[src/rtl/cube_root_shared.sv]
// Sequential integer cube root: floor(cbrt(in)) by MSB-first binary search,
// trial cubes formed on a single shared OUT_W x IN_W multiplier (SQ then CU).
module cube_root_shared #(
   parameter int OUT_W = 8
) (
   input  logic                 clk,
   input  logic                 rst,
   input  logic                 start,
   input  logic [3*OUT_W-1:0]   in,
   output logic                 busy,
   output logic                 done,
   output logic [OUT_W-1:0]     root,
   output logic [3*OUT_W-1:0]   rem
);
   localparam int IN_W  = 3 * OUT_W;
   localparam int IDX_W = $clog2(OUT_W);

   // state | meaning
   // IDLE  | waiting for start; done pulse falls here
   // SQ    | prod <= cand^2
   // CU    | prod <= cand^3
   // CMP   | keep candidate bit if cube fits, step to next bit
   // DONE  | publish root/rem, pulse done
   typedef enum logic [2:0] {S_IDLE, S_SQ, S_CU, S_CMP, S_DONE} state_t;

   state_t            state_q, state_d;
   logic [IN_W-1:0]   rad_q, rad_d;
   logic [OUT_W-1:0]  acc_q, acc_d;
   logic [IN_W-1:0]   best_rem_q, best_rem_d;
   logic [IDX_W-1:0]  idx_q, idx_d;
   logic [IN_W-1:0]   prod_q, prod_d;
   logic [OUT_W-1:0]  root_q, root_d;
   logic [IN_W-1:0]   rem_q, rem_d;
   logic              busy_q, busy_d;
   logic              done_q, done_d;

   logic [OUT_W-1:0]  cand;
   logic [IN_W-1:0]   mul_a, mul_b, mul_p;

   assign cand  = acc_q | (OUT_W'(1) << idx_q);

   // The one multiplier; 255^3 fits in IN_W so truncation never loses bits.
   assign mul_a = {{(IN_W-OUT_W){1'b0}}, cand};
   assign mul_b = (state_q == S_CU) ? prod_q : mul_a;
   assign mul_p = mul_a * mul_b;

   always_ff @(posedge clk or posedge rst) begin
      if (rst) begin
         state_q    <= S_IDLE;
         rad_q      <= '0;
         acc_q      <= '0;
         best_rem_q <= '0;
         idx_q      <= '0;
         prod_q     <= '0;
         root_q     <= '0;
         rem_q      <= '0;
         busy_q     <= 1'b0;
         done_q     <= 1'b0;
      end else begin
         state_q    <= state_d;
         rad_q      <= rad_d;
         acc_q      <= acc_d;
         best_rem_q <= best_rem_d;
         idx_q      <= idx_d;
         prod_q     <= prod_d;
         root_q     <= root_d;
         rem_q      <= rem_d;
         busy_q     <= busy_d;
         done_q     <= done_d;
      end
   end

   always_comb begin
      state_d = state_q;
      case (state_q)
         S_IDLE:  if (start) state_d = S_SQ;
         S_SQ:    state_d = S_CU;
         S_CU:    state_d = S_CMP;
         S_CMP:   state_d = (idx_q == '0) ? S_DONE : S_SQ;
         S_DONE:  state_d = S_IDLE;
         default: state_d = S_IDLE;
      endcase
   end

   always_comb begin
      rad_d      = rad_q;
      acc_d      = acc_q;
      best_rem_d = best_rem_q;
      idx_d      = idx_q;
      prod_d     = prod_q;
      root_d     = root_q;
      rem_d      = rem_q;
      busy_d     = busy_q;
      done_d     = done_q;
      case (state_q)
         S_IDLE: begin
            done_d = 1'b0;
            if (start) begin
               rad_d      = in;
               acc_d      = '0;
               best_rem_d = in;
               idx_d      = IDX_W'(OUT_W - 1);
               busy_d     = 1'b1;
            end
         end
         S_SQ, S_CU: prod_d = mul_p;
         S_CMP: begin
            if (prod_q <= rad_q) begin
               acc_d      = cand;
               best_rem_d = rad_q - prod_q;
            end
            if (idx_q != '0) idx_d = idx_q - IDX_W'(1);
         end
         S_DONE: begin
            root_d = acc_q;
            rem_d  = best_rem_q;
            done_d = 1'b1;
            busy_d = 1'b0;
         end
         default: ;
      endcase
   end

   assign busy = busy_q;
   assign done = done_q;
   assign root = root_q;
   assign rem  = rem_q;
endmodule

[config.mk]
export PLATFORM = sky130hd
export DESIGN_NAME = cube_root_shared
export DESIGN_NICKNAME = d
export VERILOG_FILES = /design/src/rtl/cube_root_shared.sv
export SDC_FILE = /design/constraint.sdc
export NUM_CORES = 1
export LEC_CHECK = 0
export BUFFER_PORTS_ARGS = -buffer_cell sky130_fd_sc_hd__buf_2
export CORE_ASPECT_RATIO = 0.5
export CORE_MARGIN = 10
export CORE_UTILIZATION = 55
export DETAILED_ROUTE_END_ITERATION = 6
export PLACE_DENSITY = 0.83
export SYNTH_ARGS = -nofsm -noshare
export SYNTH_HDL_FRONTEND = slang
export SYNTH_SLANG_ARGS = --single-unit
[constraint.sdc]
create_clock -name clk -period 6.7 [get_ports clk]
set_input_delay 0.67 -clock clk [delete_from_list [all_inputs] [get_ports clk]]
set_output_delay 0.67 -clock clk [all_outputs]
set_load 0.01 [all_outputs]
==> metrics.yaml <==
status: "completed"
numCtsBuffers: 17
hold_violations: 0
setup_violations: 0
tns_ns: 0
ant_nets: 0
die_w_um: 217.0
cts_setup_buffers: 0
leakage_uw: 0.005910
drt-vias-per-instance: 5.798
area_growth_pct: 11.03
yosysWarnings: 0
clock_sinks: 120
grt_pass1_vias: 9460
syn_avg_cell_area_um2: 8.353
fin_crit_ns: 6.368
path_clk_slew_ns: 0.06
syn_inst: 1278
worstSetupStartpointType: "register"
synthesis.nets: 1475
clockBufferDepth: 2
postCtsResizedCells: 0
fin_nets: 1520
hpwlAfterDp_um: 21460
period_share_pct: 95.05
ctsHoldBuffers: 0
htree_levels: 4
slew_violations: 0
n_antenna_cell: 0
drive_above_1_share_pct: 9.880
cap_violations: 0
cts_tree: "done"
drt_iter0_drc: 976
grt_pass1_wl_um: 48330
worst_pin_slew_ns: 1.195
crit_type: "register to register"
dr.pass1.iters: 6
dieArea_um2: 25720
grt_max_degree: 65
cp.required_ns: 6.99
synthArstFlopShare_pct: 100.0
cts-root-buf: "clkbuf_16"
clock_latency_ns: 0.42
place.gp.congestion: 0.9107
start_util_pct: 56.96
synth-seq-area-share_pct: 28.13
rsz0062_at_grt: "false"
drcViolationCount: 0
ios: 61
synth_edf_count: 0
antenna_found_initial: 0
gr-total-overflow: 0
coreArea_um2: 18740
ys_seq_elements: 120
synth_cell_type_count: 61
vias: 9248
stdcell_area_um2: 11850
crit_path_end_kind: "register"
irDropWorstVdd_uv: 354.1
portBuffers: 60
crit_fanout: 22
die_height_um: 118.5
power.density_nw_per_um2: 562.8
ys.flop_type: "dfrtp_1"
hold_path.class: "primary input to asynchronous set/reset pin"
synth_area_um2: 10680
power_uw: 6670
routed_wirelength_um: 28950
grt_util_all_layers_pct: 22.86
whs_ns: 0.3582
timing.fmax_mhz: 157.0
core.rowCount: 35
slew_headroom_pct: 20.05
clock_skew_ns: 0.01689
worstPathArrival_ns: 6.66
wl_per_cell_um: 18.15
placed_cell_area_um2: 11240
final cells by class:
| cell class | instances | area [um2] |
|---|---|---|
| flip-flops and latches | 120 | 3003 |
| fillers | 1486 | 6890 |
| inverters | 142 | 535.5 |
| clock inverters | 13 | 167.7 |
| multi-input cells | 965 | 6952 |
| well taps | 259 | 324.1 |
| repair buffers | 77 | 427.9 |
| clock buffers | 19 | 442.9 |
layout by cell type (no fill, tap or decap), types with 3 or more instances in the layout:
master     netlist  routed
a21o_1          15      15
a21oi_1         65      65
a31oi_1          8       8
and2_1           4       4
and3_1           3       3
and4_1           3       3
buf_2            2      60
buf_4            4      17
bufinv_16        0       3
clkbuf_16        0      17
dfrtp_1        120     120
fa_1           109     109
ha_1            61      61
inv_1          142     141
inv_6            0       4
mux2i_1          3       3
nand2_1        280     280
nand2b_1        16      16
nand3_1         25      25
nand4_1          5       5
nor2_1         161     161
nor2b_1          7       7
nor3_1          10      10
o21a_1           3       3
o21ai_0         63      63
o21ai_1         12      12
o21ai_2          5       4
o21bai_1         4       4
o31ai_1          8       8
or2_2            8       8
or3_1            5       5
xnor2_1         28      28
xor2_1          14      14
logic make-up (layout without fill, tap and decap cells):
kind of cell,Yosys count,after routing,synth area share (%)
simple gates,539,539,21.16
fa+ha+maj,170,170,27.59
mux,3,3,0.2813
flops,120,120,28.13
compound gates,210,210,12.24
buf+inv,193,251,6.950
xor+xnor,43,43,3.657
final timing paths:
check / slack, ns / to / depth (start not counted) / startpoint
max: 0.33 / prod_q[22] / 18 / state_q[0]
min in group clk: 0.45 / rem[5] / 2 / best_rem_q[5]
min reg2reg: 0.45 / rem[5] / 2 / best_rem_q[5]
max reg2reg: 0.33 / prod_q[22] / 18 / state_q[0]
max in group asynchronous: 5.02 / prod_q[11] / 3 / rst
min: 0.36 / best_rem_q[4] / 2 / rst
state kept, by name, summed over array words and instances, names as in the netlist:
signal	cells
rad_q	24
prod_q	24
rem	24
state_q	3
best_rem_q	24
acc_q	8
idx_q	3
busy	1
root	8
done	1
metal layers:
layer  wire, um  track usage, %
met5          0               0
met4        672           7.816
met3       3074           5.219
met2      13190           36.19
met1      12020           30.33
cell usage after synthesis (4+ instances only):
cell | instances | area (um2)
nand4_1 | 5 | 31.28
a21oi_1 | 65 | 325.3
or2_2 | 8 | 50.05
nand2b_1 | 16 | 100.1
xor2_1 | 14 | 122.6
fa_1 | 109 | 2182
xnor2_1 | 28 | 245.2
o21ai_1 | 12 | 60.06
nor2_1 | 161 | 604.3
nor3_1 | 10 | 50.05
and2_1 | 4 | 25.02
or3_1 | 5 | 31.28
o21bai_1 | 4 | 30.03
dfrtp_1 | 120 | 3003
a31oi_1 | 8 | 50.05
inv_1 | 142 | 533.0
o21ai_2 | 5 | 43.79
ha_1 | 61 | 763.2
o31ai_1 | 8 | 60.06
clkbuf_1 | 44 | 165.2
o21ai_0 | 63 | 315.3
a21o_1 | 15 | 112.6
buf_4 | 4 | 30.03
nand2_1 | 280 | 1051
nand3_1 | 25 | 125.1
nor2b_1 | 7 | 43.79
worst max-delay path, stage by stage (launching register included):
cell	delay, ns
dfrtp_1	0.50
or3b_2	0.75
o21ai_1	0.53
nor2_1	0.13
fa_1	0.53
fa_1	0.46
fa_1	0.55
inv_1	0.06
fa_1	0.48
inv_1	0.04
ha_1	0.34
a2111oi_4	0.39
o21ai_2	0.13
a41oi_4	0.32
o32ai_1	0.18
or4_1	0.41
a31oi_1	0.20
xor2_1	0.16
o21ai_1	0.07
stage by stage:
step | cells | setup WS, ns | utilization (%)
global route | 1595 | 0.03183 | 63.24
finish | 1595 | 0.3318 | 63.24
CTS | 1595 | 0.3653 | 63.24
floorplan | 1278 | 0.8264 | -
global placement | 1563 | 0.5349 | 59.98
detailed placement | 1563 | 0.4293 | 59.98
where the power goes:
part / switching, uW / leakage, uW / total, uW / internal, uW
combinational: 2840 / 0.00406 / 4440 / 1610
clock: 380 / 0.000295 / 980 / 600
sequential: 248 / 0.00156 / 1250 / 999
total: 3460 / 0.00591 / 6670 / 3210
(Power assumes the default switching activity.)
